==> src/rtl/alu6_pkg.sv <==
`default_nettype none
// ============================================================================
// Module      : alu6_pkg
// Description : Shared definitions for the 6-bit ALU command controller.
//               Provides the datapath width, the command codes and the
//               controller FSM state encoding.
// Revision    : 1.0 - initial release
// ============================================================================
package alu6_pkg;

    localparam int W = 6;

    // Command codes carried on cmd_op; codes 6 and 7 behave as CMD_READ.
    localparam logic [2:0] OP_SHIFT   = 3'd0;
    localparam logic [2:0] OP_ADD     = 3'd1;
    localparam logic [2:0] OP_NEG     = 3'd2;
    localparam logic [2:0] OP_ABSDIFF = 3'd3;
    localparam logic [2:0] CMD_LOAD   = 3'd4;
    localparam logic [2:0] CMD_READ   = 3'd5;

    typedef enum logic [1:0] {
        ST_IDLE = 2'd0,
        ST_EXEC = 2'd1,
        ST_RESP = 2'd2
    } state_t;

endpackage : alu6_pkg
`default_nettype wire

==> src/rtl/alu6_ref_model.sv <==
`default_nettype none
// ============================================================================
// Module      : alu6_ref_model
// Description : Combinational reference of the ALU behaviour that software
//               depends on. Used by alu6_ctrl to flag result mismatches.
// Ports       : a, b  - operands (W bits)
//               op    - ALU op (2 bits)
//               y     - expected result, mod 2^W
// Revision    : 1.0 - initial release
// ============================================================================
module alu6_ref_model #(
    parameter int W = 6
) (
    input  logic [W-1:0] a,
    input  logic [W-1:0] b,
    input  logic [1:0]   op,
    output logic [W-1:0] y
);

    logic [W-1:0] w_dbl;

    // 2a is truncated to W bits before the difference is taken.
    assign w_dbl = a << 1;

    always_comb begin
        y = '0;
        case (op)
            2'd0:    y = (a << 2) + (b >> 1);
            2'd1:    y = a + b + (b << 1);
            2'd2:    y = '0 - b;
            default: y = (w_dbl >= b) ? (w_dbl - b) : (b - w_dbl);
        endcase
    end

endmodule : alu6_ref_model
`default_nettype wire

==> src/rtl/alu6_ctrl.sv <==
`default_nettype none
// ============================================================================
// Module      : alu6_ctrl
// Description : Command-driven front end for the 6-bit ALU. Holds an NREG x W
//               register file, issues registered operands/op to the ALU,
//               writes the ALU result back and returns one response beat per
//               command. One command in flight at a time.
// Ports       : clk, rst_n                      - clock, async active-low reset
//               cmd_valid/cmd_ready, cmd_op, cmd_ra/rb/rd, cmd_imm
//                                               - command channel
//               alu_a, alu_b, alu_op, alu_out   - ALU interface
//               rsp_valid/rsp_ready, rsp_data, rsp_rd, rsp_err
//                                               - response channel
// Config      : ALU6_CTRL_CHECK_EN - when defined, compares alu_out against an
//               internal reference model and reports rsp_err on mismatch.
// Revision    : 1.0 - initial release
// ============================================================================
module alu6_ctrl #(
    parameter int NREG = 4,
    parameter int W    = alu6_pkg::W
) (
    input  logic                    clk,
    input  logic                    rst_n,
    input  logic                    cmd_valid,
    output logic                    cmd_ready,
    input  logic [2:0]              cmd_op,
    input  logic [$clog2(NREG)-1:0] cmd_ra,
    input  logic [$clog2(NREG)-1:0] cmd_rb,
    input  logic [$clog2(NREG)-1:0] cmd_rd,
    input  logic [W-1:0]            cmd_imm,
    output logic [W-1:0]            alu_a,
    output logic [W-1:0]            alu_b,
    output logic [1:0]              alu_op,
    input  logic [W-1:0]            alu_out,
    output logic                    rsp_valid,
    input  logic                    rsp_ready,
    output logic [W-1:0]            rsp_data,
    output logic [$clog2(NREG)-1:0] rsp_rd,
    output logic                    rsp_err
);

    import alu6_pkg::*;

    localparam int c_aw = $clog2(NREG);

    state_t          r_state;
    logic            r_cmd_ready;
    logic            r_rsp_valid;
    logic [W-1:0]    r_rsp_data;
    logic [c_aw-1:0] r_rsp_rd;
    logic [W-1:0]    r_alu_a;
    logic [W-1:0]    r_alu_b;
    logic [1:0]      r_alu_op;
    logic [c_aw-1:0] r_rd;
    logic [W-1:0]    r_regs [NREG];
    logic            w_accept;

    assign w_accept = cmd_valid && r_cmd_ready;

    // cmd_ready is registered: it is low in reset and rises on the first edge
    // after release, and again on the edge that completes a response.
    always_ff @(posedge clk or negedge rst_n) begin
        if (!rst_n) begin
            r_state     <= ST_IDLE;
            r_cmd_ready <= 1'b0;
            r_rsp_valid <= 1'b0;
            r_rsp_data  <= '0;
            r_rsp_rd    <= '0;
            r_alu_a     <= '0;
            r_alu_b     <= '0;
            r_alu_op    <= '0;
            r_rd        <= '0;
            for (int i = 0; i < NREG; i++) r_regs[i] <= '0;
        end else begin
            case (r_state)
                ST_IDLE: begin
                    r_cmd_ready <= 1'b1;
                    if (w_accept) begin
                        r_cmd_ready <= 1'b0;
                        if (!cmd_op[2]) begin
                            // Operands are captured now, so rd may alias ra/rb.
                            r_alu_a  <= r_regs[cmd_ra];
                            r_alu_b  <= r_regs[cmd_rb];
                            r_alu_op <= cmd_op[1:0];
                            r_rd     <= cmd_rd;
                            r_state  <= ST_EXEC;
                        end else if (cmd_op == CMD_LOAD) begin
                            r_regs[cmd_rd] <= cmd_imm;
                            r_rsp_data     <= cmd_imm;
                            r_rsp_rd       <= cmd_rd;
                            r_rsp_valid    <= 1'b1;
                            r_state        <= ST_RESP;
                        end else begin
                            // READ and the reserved codes 6/7.
                            r_rsp_data  <= r_regs[cmd_ra];
                            r_rsp_rd    <= cmd_ra;
                            r_rsp_valid <= 1'b1;
                            r_state     <= ST_RESP;
                        end
                    end
                end
                ST_EXEC: begin
                    r_regs[r_rd] <= alu_out;
                    r_rsp_data   <= alu_out;
                    r_rsp_rd     <= r_rd;
                    r_rsp_valid  <= 1'b1;
                    r_state      <= ST_RESP;
                end
                ST_RESP: begin
                    if (rsp_ready) begin
                        r_rsp_valid <= 1'b0;
                        r_cmd_ready <= 1'b1;
                        r_state     <= ST_IDLE;
                    end
                end
                default: begin
                    r_state <= ST_IDLE;
                end
            endcase
        end
    end

`ifdef ALU6_CTRL_CHECK_EN
    logic [W-1:0] w_model_y;
    logic         r_rsp_err;

    alu6_ref_model #(
        .W (W)
    ) u_ref_model (
        .a  (r_alu_a),
        .b  (r_alu_b),
        .op (r_alu_op),
        .y  (w_model_y)
    );

    // Cleared on every accept so LOAD/READ responses report no error; set in
    // EXEC from the model comparison and held with the rest of the response.
    always_ff @(posedge clk or negedge rst_n) begin
        if (!rst_n) begin
            r_rsp_err <= 1'b0;
        end else if (r_state == ST_EXEC) begin
            r_rsp_err <= (w_model_y != alu_out);
        end else if ((r_state == ST_IDLE) && w_accept) begin
            r_rsp_err <= 1'b0;
        end
    end

    assign rsp_err = r_rsp_err;
`else
    assign rsp_err = 1'b0;
`endif

    assign cmd_ready = r_cmd_ready;
    assign rsp_valid = r_rsp_valid;
    assign rsp_data  = r_rsp_data;
    assign rsp_rd    = r_rsp_rd;
    assign alu_a     = r_alu_a;
    assign alu_b     = r_alu_b;
    assign alu_op    = r_alu_op;

endmodule : alu6_ctrl
`default_nettype wire
==> config.mk <==
export PLATFORM = sky130hd
export DESIGN_NAME = alu6_ctrl
export DESIGN_NICKNAME = d
export VERILOG_FILES = /design/src/rtl/alu6_pkg.sv /design/src/rtl/alu6_ref_model.sv /design/src/rtl/alu6_ctrl.sv
export SDC_FILE = /design/constraint.sdc
export NUM_CORES = 1
export LEC_CHECK = 0
export CAP_MARGIN = 0
export CORE_MARGIN = 2
export CORE_UTILIZATION = 45
export DETAILED_ROUTE_END_ITERATION = 8
export PLACE_DENSITY = 0.79
export SLEW_MARGIN = 20
export SYNTH_ARGS = -nofsm -noshare
export SYNTH_HDL_FRONTEND = slang
export SYNTH_SLANG_ARGS = --single-unit
==> constraint.sdc <==
create_clock -name clk -period 2.2 [get_ports clk]
set_input_delay 0.44 -clock clk [delete_from_list [all_inputs] [get_ports clk]]
set_output_delay 0.44 -clock clk [all_outputs]
set_load 0.02 [all_outputs]
==> impl_metrics.csv <==
group,metric,value,unit
clock_tree,clk_latency,310,ps
logic_synthesis,syn_area,0.00282,mm^2
clock_tree,cts_tree,"built",
worst_setup_path,r2r_setup_slack,310,ps
logic_synthesis,syn_area_per_cell,13.4,um^2
worst_setup_path,crit_chain,"nor2b_4 > and3_1 > o211ai_4 > mux2_4",
worst_setup_path,arrival,2080,ps
sta,fin_setup_tns,0,ps
logic_synthesis,syn_inst,210,
clock_tree,htreeDepth,2,
clock_tree,clkTransAtPathRegs,100,ps
clock_tree,root_buffer,"clkbuf_8",
clock_tree,hold_buffers,0,
placement,place_hpwl,5350,um
logic_synthesis,ys_types,34,
routing,drt-vias-per-instance,6.17,
power_and_ir_drop,ir_worst_vdd,566,uV
cells_and_area,fin_cells,355,
sta,fin_skew,12.9,ps
routing,drt_iter0_markers,176,
routing,drc,0,
worst_setup_path,cp.required,2390,ps
worst_hold_path,hp-class,"in -> async",
clock_tree,post_cts_resized,0,
clock_tree,cts.path.max_buffers,2,
routing,dr.pass1.iters,5,
sta,fin_crit,1890,ps
logic_synthesis,synth_seq_cells,52,
cells_and_area,final_layout_size_suffix_gt1_share,36.4,%
worst_setup_path,crit_start,"r_state[0]$_DFFE_PN0P_",
sta,setup_viol,0,
floorplanning,pin_count,50,
floorplanning,die_y,83.1,um
cells_and_area,area_delta_synth_final,29.7,%
floorplanning,die_width,83.1,um
routing,postRouteAntennaNets,0,
worst_setup_path,r2r_cells,4,
run_status,status,"finished, final reports clean",
global_routing,grt_pass1_vias,2302,
global_routing,grt_pass1_wl,12200,um
worst_setup_path,start_kind,"flop",
cells_and_area,diodes,0,
routing,wl_per_cell,21.0,um
floorplanning,row_count,28,
power_and_ir_drop,leakagePower,0.00164,uW
floorplanning,fp.coreArea,0.00599,mm^2
worst_setup_path,worstSetupPathType,"reg -> reg",
cells_and_area,nFillCells,457,
placement,gp_congestion,0.873,
worst_setup_path,slowest_stage,"dfrtp_1",
global_routing,grtUsageTotal,22.8,%
worst_setup_path,reg2reg_to,"r_regs[3]$_DFFE_PN0P_",
sta,grt_setup_unrepaired,"false",
clock_tree,post_cts_buffers,0,
floorplanning,start_util,47.0,%
placement,portBuffers,48,
logic_synthesis,synth_nets,235,
sta,slew_headroom,55.4,%
worst_setup_path,critical-path-max-stage-delay,540,ps
cells_and_area,final_nets,304,
job,drv_cap,0,
clock_tree,cts_buffers,5,
worst_setup_path,rr_startpoint,"r_state[0]$_DFFE_PN0P_",
worst_setup_path,crit_path_end,"r_regs[3]$_DFFE_PN0P_",
global_routing,grt_max_degree,53,
routing,routed_wl,7450,um
sta,maxSlewViolCount,0,
sta,tightest_slew,669,ps
logic_synthesis,yosysWarnings,0,
logic_synthesis,synth-edff-count,0,
sta,fmax,0.530,GHz
routing,num_vias,2189,
worst_setup_path,critPathCaptureType,"flop",
logic_synthesis,async_reset_ff_share,100,%
placement,post-place-cells,347,
worst_setup_path,critical_path.max_fanout,11,
sta,final_hold_viol_count,0,
logic_synthesis,ys_seq_area_share,46.2,%
logic_synthesis,ys.flop_type,"dfrtp_1",
global_routing,overflow,0,
sta,period_share,85.7,%
power_and_ir_drop,p_per_area,1050,mW/mm^2
floorplanning,fp.dieArea,0.00690,mm^2
clock_tree,clock_sink_count,52,
global_routing,antenna_found_initial,0,
[flip-flops by register name (all words and copies together), names as in the netlist]
register   flops
r_regs        24
alu_op         2
r_state        2
alu_b          6
rsp_valid      1
rsp_rd         2
cmd_ready      1
rsp_data       6
alu_a          6
r_rd           2
[stage by stage]
stage	worst slack [ps]	total power (uW)	hold WS [ps]	util (%)	area, um^2
global route	207	4040	279	60.9	3650
detailed placement	46.6	3140	478	58.9	3530
floorplan	472	2420	144	-	2820
finish	314	3830	234	60.9	3650
global placement	98.2	3090	482	58.9	3530
CTS	322	3840	259	60.9	3650
[cells in the final DEF (no fill, tap or decap), drive strengths merged]
cell           synthesis  routed
a21o                   1       1
a21oi                  8       8
a22o                  24      24
a22oi                  3       3
a31o                   1       1
a31oi                  7       7
and3                   3       3
buf                    7      27
bufinv                 0       1
clkbuf                 5       6
clkdlybuf4s50          0      47
clkinv                 0       1
conb                   1       1
dfrtp                 52      52
inv                    3       3
mux2                  40      40
mux2i                  2       2
mux4                  12      12
nand2                  7       7
nand2b                 1       1
nand4                  1       1
nor2                   8       8
nor2b                  1       1
nor3                   2       2
nor3b                  4       4
nor4                   1       1
o211a                  1       1
o211ai                 3       3
o21ai                  9       9
o32a                   1       1
or2                    1       1
or4b                   1       1
[how the worst min path moves through the flow]
stage	slack, ps	to	from
final	230	rsp_rd[0]$_DFFE_PN0P_	rst_n
after detailed placement	480	alu_op[1]$_DFFE_PN0P_	alu_op[1]$_DFFE_PN0P_
after floorplan	140	alu_a[0]$_DFFE_PN0P_	rst_n
after global routing	280	rsp_rd[1]$_DFFE_PN0P_	rst_n
after CTS	260	rsp_rd[0]$_DFFE_PN0P_	rst_n
after global placement	480	alu_op[1]$_DFFE_PN0P_	alu_op[1]$_DFFE_PN0P_
[cell usage after synthesis, types with 2 or more instances]
cell type	instances	share of area, %
o21ai_0	9	1.6
a22o_1	24	7.5
inv_1	3	0.40
nor3_2	2	0.71
a22oi_1	3	0.80
buf_2	3	0.53
buf_6	3	1.2
nor3b_2	4	1.8
o211ai_2	2	0.89
a21oi_1	8	1.4
clkbuf_1	5	0.67
nand2_1	7	0.93
and3_1	3	0.67
mux4_2	12	9.6
nor2_1	8	1.1
a31oi_1	7	1.6
mux2_4	6	3.2
mux2_2	33	13
dfrtp_1	52	46
mux2i_1	2	0.71
[power by group]
part           internal [uW]  switching [uW]  leakage (uW)
Clock                    372             327     0.0000614
Combinational            860             761      0.000888
Sequential              1260             249      0.000685
[worst max-delay path: cells and delay by family (launching register included)]
kind | cells | cell delay (ps)
DFF | 1 | 540
muxes | 1 | 340
AOI/OAI and AO/OA | 1 | 420
and+or+nand+nor | 2 | 460
[cell type report]
class	instances	area (um^2)	area share [%]
clock buffer	6	82.6	2.26
timing repair buffer	74	696	19.1
tap	75	93.8	2.57
sequential	52	1300	35.6
multi-input combinational	143	1430	39.1
inverter	3	11.3	0.308
clock inverter	2	38.8	1.06
[metal layers]
metal  routed length (um)  track usage, %
met1                 3070            29.4
met2                 3680            37.0
met3                  598            5.86
met4                  100            8.64
met5                    0               0
[kinds of logic after synthesis]
family                 Yosys count  synth area share, %
multiplexers                    54                 27.1
flip-flops                      52                 46.2
AND/OR/NAND/NOR                 30                 7.69
AO/OA/AOI/OAI                   58                 15.8
other                            1                0.133
buffers and inverters           15                 3.07
Power figures use the tool's default switching activity.
